$ cat config.mk
export PLATFORM = sky130hd
export DESIGN_NAME = alu_issue_ctrl
export DESIGN_NICKNAME = d
export VERILOG_FILES = /design/src/rtl/alu_issue_ctrl.sv
export SDC_FILE = /design/constraint.sdc
export NUM_CORES = 1
export LEC_CHECK = 0
export CORE_AREA = 4 4 144 146
export CTS_BUF_LIST = sky130_fd_sc_hd__clkbuf_16
export DETAILED_ROUTE_END_ITERATION = 8
export DIE_AREA = 0 0 148 150
export GPL_ROUTABILITY_DRIVEN = 0
export GPL_TIMING_DRIVEN = 0
export PLACE_DENSITY_LB_ADDON = 0.08
export SLEW_MARGIN = 20
export SYNTH_ARGS = -nofsm -noshare
export SYNTH_HDL_FRONTEND = slang
export SYNTH_SLANG_ARGS = --single-unit
export TNS_END_PERCENT = 100
$ cat constraint.sdc
create_clock -name Clk -period 5.4 [get_ports Clk]
set_clock_uncertainty 0.15 [all_clocks]
set_input_delay 1.08 -clock Clk [delete_from_list [all_inputs] [get_ports Clk]]
set_output_delay 1.08 -clock Clk [all_outputs]
set_load 0.02 [all_outputs]
$ cat src/rtl/alu_issue_ctrl.sv
// alu_issue_ctrl: round-robin issue, operand staging, result capture and NZCV ownership for a shared ALU
module alu_issue_ctrl #(
    parameter int MUL_EXTRA = 1
) (
    input  logic        Clk,
    input  logic        Reset,
    input  logic        Req0,
    input  logic        Req1,
    input  logic [96:0] Cmd0,
    input  logic [96:0] Cmd1,
    output logic        Gnt0,
    output logic        Gnt1,
    output logic [31:0] AluIn1,
    output logic [31:0] AluIn2,
    output logic [3:0]  AluOpcode,
    output logic [3:0]  AluCond,
    output logic        AluS,
    output logic [2:0]  AluSrCont,
    output logic [4:0]  AluSrBit,
    output logic [15:0] AluImm,
    input  logic [31:0] AluOut,
    input  logic [3:0]  AluFlags,
    input  logic        AluCondMet,
    output logic        RspValid,
    input  logic        RspReady,
    output logic        RspId,
    output logic [31:0] RspData,
    output logic        RspExec,
    output logic [3:0]  Flags
);
    typedef enum logic [1:0] {IDLE, EXEC, MULW, RESP} state_t;

    state_t      r_state;
    logic        r_last;
    logic [2:0]  r_cnt;
    logic        w_id;
    logic        w_gnt;
    logic        w_mul;
    logic        w_cap;
    logic [96:0] w_cmd;

    always_comb begin
        w_id  = (Req0 && Req1) ? ~r_last : Req1;
        w_cmd = w_id ? Cmd1 : Cmd0;
        w_gnt = (r_state == IDLE) && (Req0 || Req1) && !Reset;
        w_mul = (AluOpcode == 4'b0010) && (MUL_EXTRA > 0);
        w_cap = (r_state == EXEC && !w_mul) || (r_state == MULW && r_cnt == 3'd0);
    end

    // Grant is combinational so the command is taken on the same edge that closes the Gnt cycle
    assign Gnt0 = w_gnt && !w_id;
    assign Gnt1 = w_gnt && w_id;

    always_ff @(posedge Clk) begin
        if (Reset) begin
            r_state   <= IDLE;
            r_last    <= 1'b1;
            r_cnt     <= '0;
            AluIn1    <= '0;
            AluIn2    <= '0;
            AluOpcode <= '0;
            AluCond   <= '0;
            AluS      <= 1'b0;
            AluSrCont <= '0;
            AluSrBit  <= '0;
            AluImm    <= '0;
            RspValid  <= 1'b0;
            RspId     <= 1'b0;
            RspData   <= '0;
            RspExec   <= 1'b0;
            Flags     <= '0;
        end else begin
            if (w_cap) begin
                RspData  <= AluCondMet ? AluOut : '0;
                RspExec  <= AluCondMet;
                RspValid <= 1'b1;
                r_state  <= RESP;
                if (AluCondMet && (AluS || AluOpcode == 4'b1011))
                    Flags <= AluFlags;
            end
            case (r_state)
                IDLE: if (w_gnt) begin
                    {AluOpcode, AluCond, AluS, AluSrCont, AluSrBit, AluImm, AluIn1, AluIn2} <= w_cmd;
                    RspId   <= w_id;
                    r_last  <= w_id;
                    r_state <= EXEC;
                end
                EXEC: if (w_mul) begin
                    r_cnt   <= 3'(MUL_EXTRA - 1);
                    r_state <= MULW;
                end
                MULW: if (r_cnt != 3'd0) r_cnt <= r_cnt - 3'd1;
                RESP: if (RspReady) begin
                    RspValid <= 1'b0;
                    r_state  <= IDLE;
                end
                default: r_state <= IDLE;
            endcase
        end
    end
endmodule

==> run_results.csv, run 1 <==
group,metric,value,unit
critical_path,worstPathCellList,"clkdlybuf4s50_1 -> a21boi_2 -> and2_1 -> clkbuf_1 -> buf_1 -> clkdlybuf4s50_1",
final_layout,areaGrowthSynthToFinish,83.36,%
route,via_count,5993,
route,wl,22.59,mm
clock_tree,clock_latency,0.41,ns
sta,setup_slack,0.7059,ns
clock_tree,cts.sinks,142,
critical_path,path_common_cell,"clkdlybuf4s50_1",
route,drc,0,
synth,syn_inst,644,
power,power.leakage,4.021,nW
synth,synth_nets,882,
grt,gr-total-overflow,0,
clock_tree,cts.hold.buffers_added,0,
synth,avgSynthCellArea,8.626,um2
sta,final.min_clock_period,4.694,ns
sta,hold_viol_final,0,
worst_hold_path,hold_start,"RspData[6]",
floorplan,pin_count,374,
critical_path,cp_num_buf_inv,4,
clock_tree,cts_buffers,17,
synth,synthSimpleGateAreaFrac,20.68,%
route,routed_via_density,4.561,
sta,rsz0062_at_grt,"no",
power,power.density,335.4,nW/um2
synth,synth-compound-area-share,17.88,%
grt,grt_pass1_vias,6110,
flow_run,maxCapViolCount,0,
clock_tree,postCtsSetupBuffers,0,
floorplan,core_area,19400,um2
synth,synth_top_family_by_area,"simple AND/OR/NAND/NOR gates",
final_layout,most-common-layout-cells,"371 x clkdlybuf4s50_1, 188 x nand2_1, 142 x dfxtp_1",
final_layout,final_common_cell,"clkdlybuf4s50_1",
clock_tree,htree_levels,4,
place,dp_hpwl,17.72,mm
synth,ys_ff_latch,142,
sta,relSlewSlack,63.80,%
critical_path,cp-start-kind,"input pin",
synth,ys_seq_area_share,51.17,%
grt,grt_pass1_wl,33.67,mm
critical_path,crit_path_end_kind,"primary output",
synth,synth_cell_type_count,33,
synth,synth_xor_area_share,0,%
clock_tree,cts.clk_slew.worst_paths,0.06,ns
route,drtAntennaViolNets,0,
grt,grt_max_degree,17,
synth,synth_area,5555,um2
clock_tree,cts_resized,0,
floorplan,fp.dieH,150,um
critical_path,cp-startpoint,"Req1",
sta,setup_viol,0,
sta,finalCritPeriodShare,86.93,%
final_layout,fin_nets,1272,
critical_path,cpLargestDelayFamily,"buffers and inverters",
place,preCtsSetupSlack,0.6844,ns
clock_tree,clockBufferDepth,2,
route,wl_per_cell,17.19,um
sta,tightest_slew,0.5431,ns
floorplan,die_area,22200,um2
floorplan,initial_utilization,28.64,%
grt,track_usage,19.46,%
critical_path,required,4.17,ns
sta,slew_viol_final,0,
clock_tree,cts_tree,"done",
critical_path,crit_path_max_incr_delay,0.73,ns
critical_path,slowest_stage,"clkdlybuf4s50_1",
place,io_buffers,371,
route,dr.first_iter.drc_count,289,
worst_hold_path,hold_path_class,"reg2reg",
route,firstDrtPassIters,4,
sta,setup_tns,0,ns
synth,yosys_warnings,0,
floorplan,core.rowCount,51,
synth,muxShareOfSynthArea,4.685,%
status,status,"completed",
synth,synthAdderAreaFrac,0.4505,%
critical_path,reg2reg_from,"r_cnt[0]",
power,ir_drop,0.0002092,V
sta,fmax,0.2130,GHz
final_layout,drive_gt1_share,5.927,%
critical_path,criticalPathCategory,"in2out",
grt,antenna_found_initial,2,
clock_tree,root_buffer,"clkbuf_16",
critical_path,crit_fanout,10,
critical_path,arrival,3.46,ns
floorplan,dieWidth,148,um
cell usage after synthesis (all sizes together):
cell type | n | area share (%)
a211oi | 22 | 3.0
a21boi | 1 | 0.20
a21o | 1 | 0.14
a21oi | 38 | 3.4
a22o | 1 | 0.16
a22oi | 76 | 11
a311oi | 1 | 0.16
a31oi | 2 | 0.23
and2 | 3 | 0.34
and3 | 1 | 0.11
and4b | 1 | 0.18
buf | 37 | 3.9
clkbuf | 16 | 1.1
dfxtp | 142 | 51
ha | 2 | 0.45
inv | 3 | 0.20
mux2i | 26 | 4.7
nand2 | 188 | 13
nand2b | 10 | 1.1
nand3 | 33 | 3.0
nor2 | 31 | 2.1
nor2b | 2 | 0.23
nor3 | 1 | 0.090
nor3b | 2 | 0.27
o21ai | 1 | 0.090
or2 | 1 | 0.11
or3b | 1 | 0.16
or4b | 1 | 0.25
stage by stage:
stage / util (%) / power [mW] / hold WS [ns] / instances / cell area [um2]
final: 52.51 / 3.416 / 0.2962 / 1314 / 10190
after global routing: 52.50 / 3.581 / 0.3202 / 1313 / 10180
after CTS: 52.47 / 3.460 / 0.3005 / 1311 / 10180
after detailed placement: 49.49 / 2.272 / 0.2925 / 1280 / 9600
after global placement: 49.49 / 2.274 / 0.2880 / 1280 / 9600
after floorplan: - / 1.732 / 0.3141 / 644 / 5555
path summary, 6_finish.rpt:
path              slack (ns)    endpoint  depth (start not counted)
hold / removal          0.30  RspData[6]                          2
hold reg to reg         0.30  RspData[6]                          2
setup reg to reg        3.33    r_cnt[0]                          8
setup / recovery        0.71        Gnt1                          6
per-layer routing:
layer / GRT usage, % / share of wire (%) / up-vias
li1: - / - / 3004
met1: 22.68 / 40 / 2719
met2: 32.86 / 49 / 235
met3: 6.935 / 8.4 / 35
met4: 7.483 / 2.5 / 0
met5: 0 / 0 / -
power breakdown:
part           leakage, nW  switching [mW]  total (mW)  internal (mW)
logic                 2.58           0.486       0.988          0.502
registers             1.17          0.0756        1.26           1.18
clock network        0.281           0.457        1.17          0.716
worst register-to-register path, delay by kind of cell (launching register included):
kind,cells,cell delay [ns]
flops,1,0.34
compound gates,1,0.13
fa+ha+maj,2,0.42
simple gates,3,0.67
buf+inv,2,0.22
area by class of cell:
type	instances	area, um2
Fill cell	1932	9213
Inverter	3	11.26
Tap cell	265	331.6
Clock inverter	14	152.6
Buffer	53	274.0
Timing Repair Buffer	371	3714
Sequential cell	142	2843
Antenna cell	3	7.507
Clock buffer	17	425.4
Multi-Input combinational cell	446	2427
cell families after synthesis:
group           Yosys count
mux                      26
buf+inv                  56
compound gates          143
flops                   142
fa+ha+maj                 2
simple gates            275
state kept, by name, indices dropped and copies added, names as in the netlist:
signal / flops
AluSrCont: 3
AluOpcode: 4
r_state: 2
RspId: 1
AluIn1: 32
RspData: 32
AluIn2: 32
AluS: 1
AluImm: 16
Flags: 4
r_last: 1
RspValid: 1
AluCond: 4
r_cnt: 3
AluSrBit: 5
RspExec: 1
No activity file was read; power rests on OpenSTA's default activity.
==> run 2, diff against run 1 <==
--- a/config.mk
+++ b/config.mk
@@ -6,5 +6,6 @@
 export NUM_CORES = 1
 export LEC_CHECK = 0
-export CORE_AREA = 4 4 144 146
+export CAP_MARGIN = 20
+export CORE_AREA = 2 2 146 148
 export CTS_BUF_LIST = sky130_fd_sc_hd__clkbuf_16
 export DETAILED_ROUTE_END_ITERATION = 8
--- a/constraint.sdc
+++ b/constraint.sdc
@@ -3,3 +3,3 @@
 set_input_delay 1.08 -clock Clk [delete_from_list [all_inputs] [get_ports Clk]]
 set_output_delay 1.08 -clock Clk [all_outputs]
-set_load 0.02 [all_outputs]
+set_load 0.005 [all_outputs]
==> run_results.csv, run 2 (same netlist as run 1, synthesis figures left out) <==
group,metric,value,unit
final_layout,fill_cells,2018,
critical_path,criticalPathCategory,"in2out",
place,preCtsSetupSlack,0.8521,ns
route,wl,21.71,mm
critical_path,reg2reg_from,"r_cnt[0]",
clock_tree,htree_levels,4,
sta,setup_slack,0.8576,ns
flow_run,maxCapViolCount,0,
final_layout,final_common_cell,"clkdlybuf4s50_1",
sta,setup_viol,0,
route,via_count,5895,
floorplan,core.rowCount,53,
grt,grt_max_degree,17,
sta,fmax,0.2201,GHz
sta,rsz0062_at_grt,"no",
sta,setup_tns,0,ns
route,routed_via_density,4.459,
clock_tree,postCtsSetupBuffers,0,
grt,grt_util_met2,33.19,%
final_layout,fin_nets,1272,
place,place_inst,1290,
sta,final.min_clock_period,4.542,ns
final_layout,reg_top3,"AluIn1 x32, AluIn2 x32, RspData x32",
clock_tree,cts.hold.buffers_added,0,
grt,grt_pass1_vias,5959,
clock_tree,cts.sinks,142,
grt,busiest_layer,"met2",
grt,gr-total-overflow,0,
grt,met3_usage,6.951,%
floorplan,initial_utilization,26.85,%
status,status,"completed",
clock_tree,cts_tree,"done",
power,power.leakage,4.025,nW
final_layout,most-common-layout-cells,"371 x clkdlybuf4s50_1, 188 x nand2_1, 142 x dfxtp_1",
clock_tree,cts.clk_slew.worst_paths,0.06,ns
route,dr.first_iter.drc_count,193,
critical_path,arrival,3.31,ns
power,ir_drop,0.0001900,V
sta,tightest_slew,0.5216,ns
critical_path,crit_fanout,10,
floorplan,die_area,22200,um2
route,drc,0,
route,wl_per_cell,16.42,um
final_layout,num_antenna_cells,0,
sta,relSlewSlack,65.22,%
critical_path,required,4.17,ns
place,io_buffers,371,
grt,antenna_found_initial,0,
clock_tree,root_buffer,"clkbuf_16",
worst_hold_path,hold_path_class,"reg2reg",
worst_hold_path,hold_start,"RspData[10]",
critical_path,crit_path_end_kind,"primary output",
route,firstDrtPassIters,6,
final_layout,areaGrowthSynthToFinish,83.56,%
sta,slew_viol_final,0,
final_layout,drive_gt1_share,6.113,%
sta,finalCritPeriodShare,84.12,%
final_layout,layout.cells.non_filler,1322,
clock_tree,cts_buffers,17,
floorplan,fp.dieH,150,um
clock_tree,clockBufferDepth,2,
floorplan,pin_count,374,
power,power.density,322.0,nW/um2
clock_tree,cts_resized,0,
floorplan,dieWidth,148,um
sta,hold_viol_final,0,
grt,use_met1,21.70,%
route,drtAntennaViolNets,0,
place,dp_hpwl,16.77,mm
grt,track_usage,19.04,%
critical_path,cp-startpoint,"Req1",
critical_path,cp-start-kind,"input pin",
clock_tree,clock_latency,0.42,ns
floorplan,core_area,20690,um2
grt,grt_pass1_wl,32.58,mm
-- run 2: worst max-delay path, stage by stage --
cell and delay (ns):
clkdlybuf4s50_1 0.49, a21boi_2 0.34, and2_1 0.20, clkbuf_1 0.18, buf_1 0.42, clkdlybuf4s50_1 0.60
-- run 2: final timing paths --
kind	end	slack, ns	cells after the start
worst min register to register	RspData[10]	0.30	2
worst max-delay path	Gnt1	0.86	6
worst min-delay path	RspData[10]	0.30	2
worst max register to register	r_cnt[0]	3.34	8
-- run 2: where the power goes --
part           leakage (nW)  total (mW)  switching, mW  internal (mW)
logic                  2.58       0.843          0.342          0.500
clock network         0.284        1.19          0.502          0.686
registers              1.17        1.25         0.0729           1.18
-- run 2: through the flow --
| step | hold slack, ns | total power [mW] | area, um2 | utilization [%] |
|---|---|---|---|---|
| after global routing | 0.3227 | 3.446 | 10200 | 49.29 |
| after detailed placement | 0.2935 | 2.124 | 9613 | 46.46 |
| after global placement | 0.2874 | 2.127 | 9613 | 46.46 |
| final | 0.2995 | 3.284 | 10200 | 49.29 |
| after CTS | 0.3025 | 3.324 | 10200 | 49.29 |
| after floorplan | 0.2982 | 1.588 | 5555 | - |
-- run 2: layout make-up --
| cell class | instances | area (um2) | area share [%] |
|---|---|---|---|
| tap | 275 | 344.1 | 3.374 |
| multi-input combinational | 446 | 2427 | 23.80 |
| timing repair buffer | 371 | 3714 | 36.42 |
| clock buffer | 17 | 425.4 | 4.172 |
| clock inverter | 15 | 158.9 | 1.558 |
| sequential | 142 | 2843 | 27.88 |
| buffer | 53 | 274.0 | 2.687 |
| inverter | 3 | 11.26 | 0.1104 |
-- run 2: routing by layer --
metal  vias up  wire length (um)
met3        22              1880
met1      2651              8730
met2       214             10760
met4         0               342
li1       3008                 -
met5         -                 0
